### config.mk
export PLATFORM = sky130hd
export DESIGN_NAME = prc_lcd_copier_flat
export DESIGN_NICKNAME = d
export VERILOG_FILES = /design/src/rtl/prc_pkg.sv /design/src/rtl/prc_lcd_copier_if.sv /design/src/rtl/prc_lcd_copier.sv /design/src/flat_wrapper.sv
export SDC_FILE = /design/constraint.sdc
export NUM_CORES = 1
export LEC_CHECK = 0
export BUFFER_PORTS_ARGS = -buffer_cell sky130_fd_sc_hd__buf_2
export CAP_MARGIN = 40
export CELL_PAD_IN_SITES_DETAIL_PLACEMENT = 1
export CELL_PAD_IN_SITES_GLOBAL_PLACEMENT = 2
export CORE_MARGIN = 3
export CORE_UTILIZATION = 26
export DETAILED_ROUTE_END_ITERATION = 6
export HOLD_SLACK_MARGIN = 0.02
export PLACE_DENSITY = 0.86
export SETUP_SLACK_MARGIN = 0.5
export SYNTH_ARGS = -nofsm -noshare
export SYNTH_HDL_FRONTEND = slang
export SYNTH_SLANG_ARGS = --single-unit
### constraint.sdc
create_clock -name clk -period 2.4 [get_ports clk]
set_input_delay 0.48 -clock clk [delete_from_list [all_inputs] [get_ports clk]]
set_output_delay 0.48 -clock clk [all_outputs]
set_load 0.01 [all_outputs]
### src/rtl/prc_pkg.sv
// Shared types and constants for the LCD frame-copy engine.
package prc_pkg;

  typedef enum logic [3:0] {
    IDLE,
    REQ,
    CMD_WR,
    CMD_GAP,
    FETCH,
    LATCH,
    DAT_WR,
    DAT_GAP,
    FIN
  } copier_state_e;

  // LCD controller port addresses and the opcodes used to position it
  localparam logic [23:0] LCD_CMD_ADDR  = 24'h0020FE;
  localparam logic [23:0] LCD_DATA_ADDR = 24'h0020FF;

  localparam logic [7:0] CMD_SET_PAGE = 8'hB0;
  localparam logic [7:0] CMD_COL_LO   = 8'h00;
  localparam logic [7:0] CMD_COL_HI   = 8'h10;

  localparam logic [23:0] DEFAULT_FB_BASE = 24'h001000;

endpackage

### src/rtl/prc_lcd_copier_if.sv
// Bus-side signals of the frame copier: arbiter handshake, framebuffer read
// port and LCD write port.
interface prc_lcd_copier_if;

  logic        bus_request;
  logic        bus_grant;
  logic [23:0] mem_address;
  logic        mem_read;
  logic [7:0]  mem_data_in;
  logic [23:0] bus_address;
  logic [7:0]  bus_data;
  logic        bus_write;

  modport master (
    output bus_request, mem_address, mem_read, bus_address, bus_data, bus_write,
    input  bus_grant, mem_data_in
  );

  modport slave (
    input  bus_request, mem_address, mem_read, bus_address, bus_data, bus_write,
    output bus_grant, mem_data_in
  );

endinterface

### src/rtl/prc_lcd_copier.sv
// Copies the 1bpp framebuffer into the LCD controller as bus writes.
// Build option: define PRC_COPY_PREFETCH_EN to overlap the next byte read with each data gap.
module prc_lcd_copier
  import prc_pkg::*;
#(
  parameter logic [23:0] FB_BASE = DEFAULT_FB_BASE,
  parameter int unsigned COLUMNS = 96,
  parameter int unsigned PAGES   = 8
) (
  input  logic             clk,
  input  logic             reset,
  input  logic             start,
  output logic             busy,
  output logic             done,
  prc_lcd_copier_if.master bus
);

  localparam int unsigned COL_W  = $clog2(COLUMNS);
  localparam int unsigned PAGE_W = $clog2(PAGES);

  localparam logic [COL_W-1:0]  LAST_COL  = COL_W'(COLUMNS - 1);
  localparam logic [PAGE_W-1:0] LAST_PAGE = PAGE_W'(PAGES - 1);

  copier_state_e     state_q, state_d;
  logic [PAGE_W-1:0] page_q, page_d;
  logic [COL_W-1:0]  col_q, col_d;
  logic [1:0]        cmd_idx_q, cmd_idx_d;
  logic [7:0]        data_q, data_d;
  logic [7:0]        cmd_byte;

  // Offset is formed at 11 bits and zero-extended before the base is added.
  function automatic logic [23:0] fb_addr(input logic [PAGE_W-1:0] p,
                                          input logic [COL_W-1:0]  c);
    logic [10:0] offset;
    offset = 11'(p) * 11'(COLUMNS) + 11'(c);
    return FB_BASE + {13'd0, offset};
  endfunction

  always_comb begin
    unique case (cmd_idx_q)
      2'd0:    cmd_byte = CMD_SET_PAGE | 8'(page_q);
      2'd1:    cmd_byte = CMD_COL_LO;
      default: cmd_byte = CMD_COL_HI;
    endcase
  end

  always_comb begin
    state_d         = state_q;
    page_d          = page_q;
    col_d           = col_q;
    cmd_idx_d       = cmd_idx_q;
    data_d          = data_q;
    busy            = (state_q != IDLE) && (state_q != FIN);
    done            = 1'b0;
    bus.bus_request = (state_q != IDLE) && (state_q != FIN);
    bus.mem_read    = 1'b0;
    bus.mem_address = '0;
    bus.bus_address = '0;
    bus.bus_data    = '0;
    bus.bus_write   = 1'b0;

    unique case (state_q)
      IDLE: begin
        if (start) begin
          state_d   = REQ;
          page_d    = '0;
          col_d     = '0;
          cmd_idx_d = '0;
        end
      end
      REQ: begin
        if (bus.bus_grant) begin
          state_d   = CMD_WR;
          cmd_idx_d = '0;
        end
      end
      CMD_WR: begin
        bus.bus_address = LCD_CMD_ADDR;
        bus.bus_data    = cmd_byte;
        if (bus.bus_grant) begin
          bus.bus_write = 1'b1;
          state_d       = CMD_GAP;
        end
      end
      // The LCD latches on the bus_write edge, so every write is followed by
      // a low cycle with address and data held.
      CMD_GAP: begin
        bus.bus_address = LCD_CMD_ADDR;
        bus.bus_data    = cmd_byte;
        if (cmd_idx_q == 2'd2) begin
          state_d = FETCH;
          col_d   = '0;
        end else begin
          cmd_idx_d = cmd_idx_q + 2'd1;
          state_d   = CMD_WR;
        end
      end
      FETCH: begin
        if (bus.bus_grant) begin
          bus.mem_read    = 1'b1;
          bus.mem_address = fb_addr(page_q, col_q);
          state_d         = LATCH;
        end
      end
      LATCH: begin
        data_d  = bus.mem_data_in;
        state_d = DAT_WR;
      end
      DAT_WR: begin
        bus.bus_address = LCD_DATA_ADDR;
        bus.bus_data    = data_q;
        if (bus.bus_grant) begin
          bus.bus_write = 1'b1;
          state_d       = DAT_GAP;
        end
      end
      DAT_GAP: begin
        bus.bus_address = LCD_DATA_ADDR;
        bus.bus_data    = data_q;
        if (col_q != LAST_COL) begin
          col_d = col_q + COL_W'(1);
`ifdef PRC_COPY_PREFETCH_EN
          // Without grant the prefetch is skipped and FETCH issues the read.
          if (bus.bus_grant) begin
            bus.mem_read    = 1'b1;
            bus.mem_address = fb_addr(page_q, col_q + COL_W'(1));
            state_d         = LATCH;
          end else begin
            state_d = FETCH;
          end
`else
          state_d = FETCH;
`endif
        end else if (page_q != LAST_PAGE) begin
          page_d    = page_q + PAGE_W'(1);
          cmd_idx_d = '0;
          state_d   = CMD_WR;
        end else begin
          state_d = FIN;
        end
      end
      FIN: begin
        done    = 1'b1;
        state_d = IDLE;
      end
      default: state_d = IDLE;
    endcase
  end

  always_ff @(posedge clk) begin
    if (reset) begin
      state_q   <= IDLE;
      page_q    <= '0;
      col_q     <= '0;
      cmd_idx_q <= '0;
      data_q    <= '0;
    end else begin
      state_q   <= state_d;
      page_q    <= page_d;
      col_q     <= col_d;
      cmd_idx_q <= cmd_idx_d;
      data_q    <= data_d;
    end
  end

endmodule

### src/flat_wrapper.sv
// flat-port wrapper written by rule: the top's interface ports become plain ports
module prc_lcd_copier_flat import prc_pkg::*;
#(
  parameter logic [23:0] FB_BASE = DEFAULT_FB_BASE,
  parameter int unsigned COLUMNS = 96,
  parameter int unsigned PAGES   = 8
)
  (clk, reset, start, busy, done, bus_bus_request, bus_mem_address, bus_mem_read, bus_bus_address, bus_bus_data, bus_bus_write, bus_bus_grant, bus_mem_data_in);
  prc_lcd_copier_if bus_i ();
  input  logic clk;
  input  logic reset;
  input  logic start;
  output logic busy;
  output logic done;
  output wire logic [$bits(bus_i.bus_request)-1:0] bus_bus_request;
  output wire logic [$bits(bus_i.mem_address)-1:0] bus_mem_address;
  output wire logic [$bits(bus_i.mem_read)-1:0] bus_mem_read;
  output wire logic [$bits(bus_i.bus_address)-1:0] bus_bus_address;
  output wire logic [$bits(bus_i.bus_data)-1:0] bus_bus_data;
  output wire logic [$bits(bus_i.bus_write)-1:0] bus_bus_write;
  input wire logic [$bits(bus_i.bus_grant)-1:0] bus_bus_grant;
  input wire logic [$bits(bus_i.mem_data_in)-1:0] bus_mem_data_in;
  assign bus_bus_request = bus_i.bus_request;
  assign bus_mem_address = bus_i.mem_address;
  assign bus_mem_read = bus_i.mem_read;
  assign bus_bus_address = bus_i.bus_address;
  assign bus_bus_data = bus_i.bus_data;
  assign bus_bus_write = bus_i.bus_write;
  assign bus_i.bus_grant = bus_bus_grant;
  assign bus_i.mem_data_in = bus_mem_data_in;
  prc_lcd_copier #(.FB_BASE(FB_BASE), .COLUMNS(COLUMNS), .PAGES(PAGES)) u_core (.clk(clk), .reset(reset), .start(start), .busy(busy), .done(done), .bus(bus_i));
endmodule
==> summary.md <==
| Metric | Value |
|---|---|
| Max incr delay on CP | `590 ps` |
| Detailed Route Iter0 Violations | `57` |
| Final critical-path required period | `2360 ps` |
| Top-area cell type share of the netlist area | `0.255` |
| R2r startpoint | `u_core.page_q[1]` |
| Post-synth EDFFs | `0` |
| Fin. max-slew vios | `0` |
| Layout cells sized above 1 | `0.392` |
| Worst setup path startpoint | `u_core.page_q[1]` |
| Die X | `91.1 µm` |
| Period utilisation layout | `0.981` |
| Dpl ws | `266 ps` |
| Via density | `4.52` |
| Max Cap Viol | `0` |
| Post-route antenna net violation count | `0` |
| CP delay by family, top | `adder cells` |
| PortBufs | `45` |
| Setup violators final | `0` |
| Clock buffer depth | `2` |
| Ys Warns | `0` |
| Ys flop type | `dfxtp_1` |
| Synth Cell Area | `1880 µm²` |
| FP Rows | `30` |
| Die footprint | `8300 µm²` |
| Vias in the first global route | `1852` |
| DRC viols | `0` |
| LEAKAGE | `0.00112 µW` |
| Largest net degree at the start of global routing | `22` |
| Total CTS buffers | `3` |
| Worst Skew | `9.77 ps` |
| DP Wirelength | `3780 µm` |
| Routed vias | `1796` |
| Synth area leader | `dfxtp_1` |
| WHS | `425 ps` |
| Die Ht | `91.1 µm` |
| Hold buffers post-CTS | `0` |
| IO Pins | `73` |
| First-pass GRT wire length | `8850 µm` |
| Dpl cell area | `2100 µm²` |
| FF+latch count, synth | `24` |
| FFs w/ async S/R, synth | `0` |
| Area Overhead vs Synth | `33.5%` |
| Initial antenna violation count | `0` |
| H-tree depth | `1` |
| Final Instance Count excl. Fillers | `397` |
| Cell area after layout | `2510 µm²` |
| CTS Sinks | `24` |
| CP Class | `register to output pin` |
| N_diodes | `0` |
| Seq/Total Area, Yosys | `0.255` |
| Synth cell types | `41` |
| Syn Area/Cell | `7.60 µm²` |
| GRT overflow | `0` |
| Wire per inst | `13.8 µm` |
| CP Buf/Inv Count | `1` |
| Global placement routability congestion | `0.804` |
| Post-route setup slack | `44.8 ps` |
| Dpl cells | `376` |
| CTS root buffer | `clkbuf_8` |
| CORE AREA | `6910 µm²` |
| F_max | `425 MHz` |
| Worst path cell trace | `ha_4 > fa_2 > nand2_4 > xor2_1 > nor2_1 > buf_2` |
| RSZ-0062 raised after global routing | `yes` |
| VDD IR max | `0.167 mV` |
| Nets@finish | `326` |
| Hold Fails Final Rpt | `0` |
| Crit. End Element | `output pin` |
| CP max stage cell | `fa_2` |
| Required @ worst endpoint | `1920 ps` |
| Clk_lat worst skew | `280 ps` |
| Design Power | `995 µW` |
| Pwr Density | `395 nW/µm²` |
| Initial core utilization | `0.273` |
| Crit path DAT | `1880 ps` |
| CP max FO | `3` |
| Ranking of synthesized cells by area | `dfxtp_1, buf_4, a21oi_1` |
| Cells after Synth | `248` |
| Detailed Routing Iterations Pass 1 | `4` |
| Run status | `finished clean` |
| Gr usage total | `0.127` |
| Drt total wl | `5490 µm` |
| Hold wc startpoint | `bus_mem_data_in[5]` |
| Worst Hold Class | `input pin to register` |
| Clock-pin slew on the worst setup and hold paths | `100 ps` |
| CTS tree | `built` |
| Startpoint Class | `register` |
==> synth_stat cells, drive strengths merged (4+ instances only) <==
master  number
a21oi       28
and2         7
and3         5
buf         38
clkbuf       9
dfxtp       24
ha          10
inv          8
nand2       29
nand3        9
nand3b       6
nor2        22
o21ai        4
o31ai        6
or4          4
==> cells by family (layout without fill, tap and decap cells) <==
group / after synthesis / after routing / share of synthesized area
AND/OR/NAND/NOR: 101 / 101 / 0.279
XOR/XNOR: 4 / 4 / 0.0186
buffers and inverters: 55 / 82 / 0.189
multiplexers: 3 / 3 / 0.0166
flip-flops: 24 / 24 / 0.255
other: 1 / 27 / 0.00199
AO/OA/AOI/OAI: 48 / 48 / 0.152
adder cells (fa/ha/maj): 12 / 12 / 0.0877
==> per-layer routing <==
| metal | up-vias | wire length [µm] | share of wire | track usage |
|---|---|---|---|---|
| met5 | - | 0 | 0 | 0 |
| met3 | 6 | 252 | 0.046 | 0.0273 |
| met2 | 40 | 2930 | 0.53 | 0.242 |
| met4 | 0 | 57 | 0.010 | 0.0251 |
| li1 | 896 | - | - | - |
| met1 | 854 | 2250 | 0.41 | 0.144 |
==> power breakdown <==
| group | switching [µW] | internal (µW) |
|---|---|---|
| clock network | 146 | 224 |
| registers | 13.7 | 400 |
| logic | 123 | 88.6 |
==> layout make-up <==
type,instances,area [µm²]
fill,886,4390
multi-input combinational,195,1340
sequential,24,505
timing repair buffer,70,447
tap,96,120
clock buffer,3,41.3
inverter,8,35.0
clock inverter,1,30.0
==> worst min-delay path: stages <==
cell and delay [ps]:
buf_2 90, nand2_1 40, a21oi_1 50
==> per-stage QoR <==
| stage | util | TNS [ps] |
|---|---|---|
| finish | 0.364 | 0 |
| detailed placement | 0.304 | 0 |
| floorplan | - | 0 |
| CTS | 0.342 | 0 |
| global placement | 0.304 | 0 |
| global route | 0.364 | -76.9 |
==> registers in the layout, summed over array words and instances, names as in the netlist <==
register	cells
u_core.data_q	8
u_core.col_q	7
u_core.cmd_idx_q	2
u_core.page_q	3
u_core.state_q	4
==> repair_timing <==
| action | CTS | global route |
|---|---|---|
| buffers inserted | 11 | 6 |
| resized for setup | 32 | 30 |
| pin swaps | 9 | 15 |
| hold endpoints to repair | 0 | 0 |
| setup endpoints to repair | 42 | 30 |
==> placed cells by master, fill, tap and decap left out, types with 3 or more instances in the layout <==
cell / count
buf_2: 44
nand2_1: 27
conb_1: 27
a21oi_1: 26
nor2_1: 20
buf_4: 20
dfxtp_1: 14
and2_1: 7
nand3_1: 7
nand3b_1: 6
and3_1: 5
ha_1: 5
buf_6: 5
dfxtp_2: 5
dfxtp_4: 5
o31ai_1: 4
o21ai_0: 4
inv_2: 3
inv_1: 3
nor3_1: 3
or4_1: 3
ha_2: 3
clkbuf_8: 3
==> worst paths after layout <==
| kind | end | slack [ps] | depth (start not counted) |
|---|---|---|---|
| hold / removal | u_core.data_q[5] | 430 | 3 |
| setup / recovery | bus_mem_address[8] | 40 | 6 |
| hold reg to reg | u_core.data_q[6] | 460 | 2 |
| setup reg to reg | u_core.cmd_idx_q[0] | 470 | 8 |
(Power assumes the default switching activity.)
